<file path="config.mk">
export PLATFORM = sky130hd
export DESIGN_NAME = pipelined_shifter
export DESIGN_NICKNAME = d
export VERILOG_FILES = /design/src/rtl/pipelined_shifter.sv
export SDC_FILE = /design/constraint.sdc
export NUM_CORES = 1
export LEC_CHECK = 0
export CELL_PAD_IN_SITES_DETAIL_PLACEMENT = 1
export CELL_PAD_IN_SITES_GLOBAL_PLACEMENT = 2
export CORE_AREA = 8 8 181 183
export DETAILED_ROUTE_END_ITERATION = 8
export DIE_AREA = 0 0 189 191
export PLACE_DENSITY = 0.83
export SETUP_SLACK_MARGIN = 0.5
export SLEW_MARGIN = 20
export SYNTH_ARGS = -nofsm -noshare
export SYNTH_HDL_FRONTEND = slang
export SYNTH_SLANG_ARGS = --single-unit
export TNS_END_PERCENT = 10
</file>
<file path="constraint.sdc">
create_clock -name i_clk -period 1.9 [get_ports i_clk]
set_input_delay 0.19 -clock i_clk [delete_from_list [all_inputs] [get_ports i_clk]]
set_output_delay 0.19 -clock i_clk [all_outputs]
set_load 0.005 [all_outputs]
</file>
<file path="src/rtl/pipelined_shifter.sv">
// Pipelined barrel shifter (SRL/SRA/ROR/SLL): stage k shifts by 2^k, with valid/ready flow control and a tag carried alongside.
// Define SHIFTER_ROTATE_EN to build op 2'b10 as rotate right; without it, op 2'b10 returns the operand unchanged.
module pipelined_shifter #(
  parameter int WIDTH = 32,
  parameter int TAG_W = 4
) (
  input  logic                       i_clk,
  input  logic                       i_rst_n,
  input  logic                       i_flush,
  input  logic                       i_valid,
  output logic                       o_ready,
  input  logic [WIDTH-1:0]           i_data,
  input  logic [$clog2(WIDTH)-1:0]   i_amount,
  input  logic [1:0]                 i_op,
  input  logic [TAG_W-1:0]           i_tag,
  output logic                       o_valid,
  input  logic                       i_ready,
  output logic [WIDTH-1:0]           o_result,
  output logic [TAG_W-1:0]           o_tag,
  output logic                       o_busy
);

  localparam int SH_W = $clog2(WIDTH);

  localparam logic [1:0] OP_SRL = 2'b00;
  localparam logic [1:0] OP_SRA = 2'b01;
  localparam logic [1:0] OP_ROR = 2'b10;
  localparam logic [1:0] OP_SLL = 2'b11;

  logic [SH_W-1:0]  r_valid;
  logic [WIDTH-1:0] r_data [SH_W];
  logic [SH_W-1:0]  r_amt  [SH_W];
  logic [1:0]       r_op   [SH_W];
  logic [TAG_W-1:0] r_tag  [SH_W];

  logic [SH_W:0]    w_ready;
  logic [SH_W-1:0]  w_in_valid;
  logic [WIDTH-1:0] w_in_data [SH_W];
  logic [SH_W-1:0]  w_in_amt  [SH_W];
  logic [1:0]       w_in_op   [SH_W];
  logic [TAG_W-1:0] w_in_tag  [SH_W];
  logic [WIDTH-1:0] w_step    [SH_W];

  assign w_ready[SH_W] = i_ready;

  genvar gi;
  generate
    for (gi = 0; gi < SH_W; gi++) begin : g_stage
      localparam int STEP = 1 << gi;
      logic [WIDTH-1:0] w_shift;

      if (gi == 0) begin : g_first
        assign w_in_valid[gi] = i_valid;
        assign w_in_data[gi]  = i_data;
        assign w_in_amt[gi]   = i_amount;
        assign w_in_op[gi]    = i_op;
        assign w_in_tag[gi]   = i_tag;
      end else begin : g_rest
        assign w_in_valid[gi] = r_valid[gi-1];
        assign w_in_data[gi]  = r_data[gi-1];
        assign w_in_amt[gi]   = r_amt[gi-1];
        assign w_in_op[gi]    = r_op[gi-1];
        assign w_in_tag[gi]   = r_tag[gi-1];
      end

      // A stage may load when it is empty or its successor will take its contents.
      assign w_ready[gi] = !r_valid[gi] || w_ready[gi+1];

      // SRA keeps the MSB at every step, so each stage sees the original sign bit.
      always_comb begin
        w_shift = w_in_data[gi];
        if (w_in_amt[gi][gi]) begin
          case (w_in_op[gi])
            OP_SRL: w_shift = {{STEP{1'b0}}, w_in_data[gi][WIDTH-1:STEP]};
            OP_SRA: w_shift = {{STEP{w_in_data[gi][WIDTH-1]}}, w_in_data[gi][WIDTH-1:STEP]};
`ifdef SHIFTER_ROTATE_EN
            OP_ROR: w_shift = {w_in_data[gi][STEP-1:0], w_in_data[gi][WIDTH-1:STEP]};
`else
            OP_ROR: w_shift = w_in_data[gi];
`endif
            OP_SLL: w_shift = {w_in_data[gi][WIDTH-1-STEP:0], {STEP{1'b0}}};
            default: w_shift = w_in_data[gi];
          endcase
        end
      end

      assign w_step[gi] = w_shift;
    end
  endgenerate

  always_ff @(posedge i_clk or negedge i_rst_n) begin
    if (!i_rst_n) begin
      r_valid <= '0;
      for (int k = 0; k < SH_W; k++) begin
        r_data[k] <= '0;
        r_amt[k]  <= '0;
        r_op[k]   <= '0;
        r_tag[k]  <= '0;
      end
    end else if (i_flush) begin
      r_valid <= '0;
    end else begin
      for (int k = 0; k < SH_W; k++) begin
        if (w_ready[k]) begin
          r_valid[k] <= w_in_valid[k];
          r_data[k]  <= w_step[k];
          r_amt[k]   <= w_in_amt[k];
          r_op[k]    <= w_in_op[k];
          r_tag[k]   <= w_in_tag[k];
        end
      end
    end
  end

  // The last stage's control fields have no consumer downstream.
  logic w_unused;
  assign w_unused = ^{r_amt[SH_W-1], r_op[SH_W-1]};

  assign o_ready  = w_ready[0] && !i_flush;
  assign o_valid  = r_valid[SH_W-1];
  assign o_result = r_data[SH_W-1];
  assign o_tag    = r_tag[SH_W-1];
  assign o_busy   = |r_valid;

endmodule
</file>
-- After elaboration in Yosys (flattened, before gate mapping)
Index checks and enable logic that the tools add are counted.
- bits in registers: 213
- word-level logic and storage cells: 83
- output and inout bits: 39
- muxes and demuxes: 16
- bitwise gates (word level): 1
- equality and inequality tests: 15
- reduce and logical (&&, ||, !) cells: 28
- operators by type and width (kind ; count):
    case mux 32 bit (4 select lines) ; 5
    2-to-1 mux 32 bit ; 5
    equality test 2 bit, second input constant ; 10
    equality test 2 x 1 -> 1 bit, second input constant ; 5
    zero test 2 bit ; 5
    AND reduction 2 bit ; 5
    nonzero test 2 bit ; 5
    zero test 1 bit ; 6
    logical OR 1 bit ; 5
    2-to-1 mux 1 bit ; 5
    2-to-1 mux 5 bit ; 1
    OR reduction 5 bit ; 1
    logical AND 1 bit ; 1
    inverter 1 bit ; 1

-- Longest topological paths before layout
Gate-level depths: netlist of run 1.
- word-level depth: 8
- mapped depth: 7

-- Least setup slack after synthesis of run 1
No wires, ideal clock.
- path type: register to register
- start point: register r_valid[4]
- end point: register r_op[2] in the netlist's numbering
- required time: 1775 ps
- arrival: 1445 ps
- buffers on the path: 1
- path slack: 330 ps
- clock period less this slack: 1570 ps
- cell stages (with the launch flop): 5
- path through: dfrtp_1 > nor2b_1 > a21oi_2 > buf_2 > mux2_2
- cells in the longest elaborated chain, start to end: 4
- RTL lines (element ; RTL line ; RTL):
    start, declared ; 30 ; logic [SH_W-1:0] r_valid;
    start signal, assigned by index ; 105 ; r_valid[k] <= w_in_valid[k];
    zero test 1 bit ; 67 ; assign w_ready[gi] = !r_valid[gi] || w_ready[gi+1];
    logical OR 1 bit (2 in a row) ; 67 ;
    AND reduction 2 bit (no source line) ; n/a ;
    end signal, assigned by index ; 108 ; r_op[k] <= w_in_op[k];
    end, declared ; 33 ; logic [1:0] r_op [SH_W];
Every way passes these cells.
A chain may end at the register's enable or synchronous reset.

-- Worst setup path in the final report of run 1
- start point: register r_valid[4]
- end point: output o_ready
- cells in the longest elaborated chain, start to end: 7
- RTL lines (element ; RTL line ; RTL):
    zero test 1 bit ; 67 ;
    logical OR 1 bit (5 in a row) ; 67 ;
    logical AND 1 bit ; 119 ; assign o_ready = w_ready[0] && !i_flush;
    end, declared ; 11 ; output logic o_ready,
Every way passes these cells.

==> results.md, run 1 <==
* Sequential fraction of the synthesis area at 46.7%
* Hold crit path type: in -> async
* WHS at 215 ps
* Nets@finish at between 1000 and 1500
* Detail Placement HPWL at 20.5 mm
* # IOs at 87
* Async SR Flop Fraction at 100%
* Leakage at between 0.005 and 0.006 uW
* Avg WL per Cell at 19.8 um
* Setup crit start: r_valid[4]
* Mapped Area at approximately 11000 um^2
* Pre-antenna DRT Iters at 6
* # rows at 64
* Initial antenna violation count at 0
* Initial Utilization at 36.2%
* Post-synth top flop: dfrtp_1
* ANT cells at 0
* WP depth at 4
* Max-Cap Viols at 0
* Drt via density at 5.50
* Routed Antenna Nets at 0
* Slew Limit Fails at 0
* Die H at 191 um
* Peak VDD IR at 653 uV
* DP Area at 12000 um^2
* Area Growth Syn to Fin at 25.3%
* Clock Path Buffers at 3
* Fmax at between 500 and 600 MHz
* Status: complete, no violations
* R2r endpoint: r_op[9]
* Fin crit share at about nine tenths
* Register-to-Register Path Depth at 5
* Most frequent cell after synthesis: dfrtp_1
* CP cell instances: and4b_4 > a31o_4 > inv_2 > buf_6
* Pwr Density at 1090 nW/um^2
* Vias in the first global route at 9425
* Top post-synthesis cells by count: dfrtp_1 (203), a21oi_1 (136), o21ai_0 (106)
* Post-synthesis cell type count at 39
* Gr usage total at 17.2%
* Clk_lat worst skew at around 530 ps
* CP delay by family, top: flip-flops
* Number of synthesized register bits at around 200
* DRT iter0 DRCs at between 400 and 500
* Port bufs at 86
* Clk_skew at 13.7 ps
* Yosys top cell area share at between 40% and 50%
* Clk sinks at 203
* Routability congestion estimate at between 0.7 and 0.8
* Worst-Margin Slew at 624 ps
* Avg Inst Size Synth at 9.22 um^2
* TritonCTS clock tree: done
* Fin util at 45.4%
* Global-route wire length before repair at 52.1 mm
* Area leader, netlist: dfrtp_1
* Post-synthesis cell count at 1179
* Detailed-route via count at 9000
* Post-synth EDFFs at 0
* CTS buffer count at 23
* Critical path class: reg -> out
* Core region area at 30000 um^2
* Yosys warnings at 0
* Final setup viols at 0
* Die ar. at between 30000 and 40000 um^2
* Total Power at ~15000 uW
* Htree depth at 1
* WP data required at ~1700 ps
* Clk root buf: clkbuf_16
* RR Startpoint: r_valid[4]
* Final wirelength at 32.4 mm
* R2r setup slk at 200 ps
* RSZ-0062 raised after global routing: true
* Gr ovfl total at 0
* CP max FO at 3
* CP Capture Point: o_ready
* Die width at 189 um
* Data arrival, critical path at between 1500 and 2000 ps
* Final-report hold violation count at 0
* Syn Nets at 1227
* CP bufs+invs at 2
* Worst Setup Start Kind: flip-flop
* Area contributors post-synth: dfrtp_1 (47%), a21oi_1 (6.3%), o21ai_0 (4.9%), nor2_1 (3.5%), a22oi_1 (3.3%)
* Post-route cell area at 13600 um^2
* Drt drc at 0
* Layout cells sized above 1 at 17.5%
* CP endpoint kind: output pin
* Slowest cell on the critical path: dfrtp_1
* Min Tclk post-route at 1710 ps
* Slew HR at about three fifths
* Clk slew on worst S/H paths at around 60 ps
* Largest net degree at the start of global routing at 66
* CP peak stage delay at 400 ps
## registers in the layout, indices dropped and copies added (netlist names)
signal    count
o_result     32
o_tag         4
r_amt        10
r_data      128
r_op          8
r_tag        16
r_valid       5
## routing by layer
layer / up-vias / track usage, % / part of all wire (%)
met5: - / 0 / 0
met4: 0 / 4.30 / 2.0
met3: 38 / 2.19 / 2.5
met2: 127 / 29.9 / 50
met1: 4453 / 22.4 / 45
li1: 4382 / - / -
## what timing repair did
action / CTS / global route
hold endpoints to repair: 56 / 0
hold buffers: 1 / 0
buffers inserted: 11 / 2
endpoints found under the setup margin: 235 / 237
pin swaps: 6 / 2
gates resized for setup: 61 / 44
cloned: 8 / 7
## through the flow
stage / TNS [ps] / instances / setup slack, ps
3_3_place_gp: -1920 / 1566 / -115
6_report: 0 / 1637 / 188
5_1_grt: 0 / 1637 / 133
2_1_floorplan: 0 / 1179 / 393
4_1_cts: 0 / 1628 / 136
3_5_place_dp: -3280 / 1566 / -129
## how the worst min path moves through the flow
stage,startpoint,to,slack [ps],cells past startpoint
global placement,i_rst_n,o_result[16],210,1
finish,i_rst_n,o_result[16],210,2
global route,i_rst_n,o_result[1],260,2
CTS,i_rst_n,o_result[1],220,2
floorplan,i_rst_n,o_result[0],-110,0
detailed placement,i_rst_n,o_result[16],220,1
## power by group
group	switching (uW)	internal (uW)
Clock	1830	2760
Combinational	2110	2020
Sequential	967	5210
Total	4910	9980
## cells by family (layout without fill, tap and decap cells)
family	count (synthesis)	after routing	synth area share, %
muxes	36	36	4.07
buffers and inverters	175	236	8.53
DFF	203	203	46.7
AOI/OAI and AO/OA	482	483	28.1
and+or+nand+nor	283	283	12.5
## cell usage in the layout, fill, tap and decap left out, types with 4 or more instances in the layout
cell / instances
dfrtp_1: 200
a21oi_1: 123
o21ai_0: 101
nor2_1: 97
nand2_1: 94
clkdlybuf4s50_1: 83
a22oi_1: 48
buf_4: 45
o32ai_1: 30
a21o_1: 27
clkbuf_16: 27
mux2_2: 26
and3b_1: 26
o221ai_1: 26
o31ai_1: 25
nand3b_1: 24
o22ai_1: 24
inv_1: 23
nand3_1: 18
buf_12: 18
a211oi_1: 14
a21oi_2: 13
mux2_4: 10
a211oi_4: 8
buf_6: 8
o21ai_1: 7
a2bb2oi_1: 7
clkbuf_8: 7
buf_16: 7
nor2b_1: 6
a32oi_1: 5
nand2b_1: 5
clkbuf_1: 5
o31ai_2: 4
o21ai_2: 4
a211oi_2: 4
nor2_4: 4
## final cells by class
cell class / instances / area, um^2
timing repair buffer: 170 / 1970
tap: 396 / 495
clock inverter: 8 / 111
inverter: 24 / 90.1
sequential: 203 / 5080
fill: 3373 / 16400
clock buffer: 34 / 677
multi-input combinational: 802 / 5200
No activity file was read; power rests on OpenSTA's default activity.
==> run 2: changes to the inputs <==
- TNS_END_PERCENT: 10 -> default
==> run 2 against run 1 <==
  * Global-route usage grew 1.5 points
  * Sequential cell count unchanged
  * Die area unchanged
  * Maximum frequency down 4.0%
  * Routed wire length grew 17%
  * Setup slack got worse by 71 ps
  * Register-to-register slack worse by 80 ps
  * Critical path type is now reg -> reg
  * Largest power group unchanged
  * Highest routed layer unchanged
==> results.md, run 2 (same netlist as run 1, synthesis figures left out) <==
* Vias in the first global route at 9909
* Pre-antenna DRT Iters at 4
* Most Frequent Cell on Critical Path: buf_6
* Largest net degree at the start of global routing at 65
* Clk slew on worst S/H paths at 60 ps
* Htree depth at 1
* Drt drc at 0
* CP endpoint kind: flip-flop
* Nets@finish at 1320
* DRT iter0 DRCs at 606
* Detail Placement HPWL at approximately 21 mm
* Detailed-route via count at 9779
* CP cell instances: and4b_4 > buf_6 > or2_4 > buf_6 > buf_16 > a211oi_4 > a21o_1
* Die H at 191 um
* CP peak stage delay at 410 ps
* Status: complete, no violations
* RSZ-0062 raised after global routing: true
* Avg WL per Cell at 22.4 um
* Routed Antenna Nets at 0
* CP delay by family, top: simple AND/OR/NAND/NOR gates
* Gr ovfl total at 0
* Max reg flops at 128
* Pwr Density at 1030 nW/um^2
* Core region area at 30000 um^2
* Most flop-heavy register: r_data
* Critical path class: reg -> reg
* Leakage at 0.00657 uW
* Clk sinks at 203
* Peak VDD IR at 639 uV
* # rows at 64
* Final-report hold violation count at 0
* Post-route setup TNS at 0 ps
* Commonest non-fill, non-tap cell in the layout: dfrtp_1
* Global-route wire length before repair at 55.5 mm
* Clock Path Buffers at 3
* Setup WS pre-CTS at -12.4 ps
* Clk_skew at between 30 and 40 ps
* Die width at 189 um
* Total Power at 16100 uW
* Worst-Margin Slew at 527 ps
* Final wirelength at 37.7 mm
* # IOs at 87
* CTS buffer count at 24
* Clk_lat worst skew at 540 ps
* Fin util at 52.2%
* Fmax at 561 MHz
* Slew HR at 64.7%
* Layout cells sized above 1 at 30.8%
* Most frequent cells in the layout: dfrtp_1 (201), a21oi_1 (105), o21ai_0 (82)
* Initial antenna violation count at 0
* ANT cells at 0
* Slew Limit Fails at 0
* Final setup viols at 0
* Port bufs at 86
* Clk root buf: clkbuf_16
* Area Growth Syn to Fin at 44.1%
* Max-Cap Viols at 0
* Routability congestion estimate at a little over 0.8
* CP bufs+invs at 3
* WP data required at 2380 ps
* Fin crit share at 93.8%
* TritonCTS clock tree: done
* WHS at 107 ps
* Drt via density at approximately 5.8
* Worst Setup Start Kind: flip-flop
* Data arrival, critical path at 2270 ps
* Slowest cell on the critical path: dfrtp_2
* CP max FO at 5
* Hold crit path type: in -> async
* Initial Utilization at 36.2%
* Final setup margin at 117 ps
* Gr usage total at 18.7%
* Min Tclk post-route at 1780 ps
* Die ar. at 36100 um^2
run 2: cell types whose count changed in the layout (fill, tap and decap cells not counted), sizes merged:
cell | before | now
o21ai | 114 | 113
clkinv | 4 | 6
clkdlybuf4s15 | 0 | 24
dlygate4sd2 | 0 | 14
clkbuf | 39 | 45
clkdlybuf4s50 | 83 | 46
clkinvlp | 1 | 2
bufbuf | 0 | 1
bufinv | 2 | 3
buf | 81 | 119
run 2: routing by layer:
layer / wire, um / vias to the layer above / track usage, %
li1: - / 4477 / -
met1: 15600 / 5031 / 24.2
met2: 19900 / 201 / 31.9
met3: 1170 / 70 / 2.46
met4: 1080 / 0 / 5.98
met5: 0 / - / 0
run 2: timing repair:
action | 4_1_cts | 5_1_grt
setup endpoints to repair | 230 | 222
cloned | 24 | 14
hold endpoints to repair | 203 | 0
hold buffers | 1 | 0
pin swaps | 6 | 18
resized for setup | 155 | 244
setup buffers | 23 | 20
run 2: layout make-up:
type | count | area, um^2
sequential | 203 | 5080
inverter | 24 | 92.6
clock buffer | 32 | 661
clock inverter | 12 | 171
fill | 3155 | 14400
timing repair buffer | 218 | 2990
multi-input combinational | 801 | 6170
tap | 396 | 495
run 2: worst reg2reg max path: stages (launching register included):
cell and delay [ps]:
dfrtp_2 410, and4b_4 220, buf_6 120, or2_4 320, buf_6 170, buf_16 140
a211oi_4 230, a21o_1 120
run 2: final timing paths:
check,slack [ps],startpoint,end,cells past startpoint
worst max-delay path,120,r_valid[3],r_data[85],7
worst min-delay path,110,i_rst_n,o_result[12],2
worst max register to register,120,r_valid[3],r_data[85],7
worst min register to register,510,r_tag[19],r_tag[19],1
max in group asynchronous,1110,i_rst_n,r_data[103],3
min in group i_clk,250,i_valid,r_valid[0],3
run 2: power by group:
part	internal, uW	total, uW	switching (uW)	leakage (uW)
combinational	2460	5030	2570	0.00374
clock	2880	4820	1940	0.000403
sequential	5200	6280	1070	0.00243
run 2: through the flow:
| step | instance area [um^2] | std cells |
|---|---|---|
| after detailed placement | 12200 | 1560 |
| final | 15700 | 1686 |
| after global placement | 12200 | 1560 |
| after CTS | 14300 | 1652 |
| after floorplan | 11000 | 1179 |
| after global routing | 15700 | 1686 |
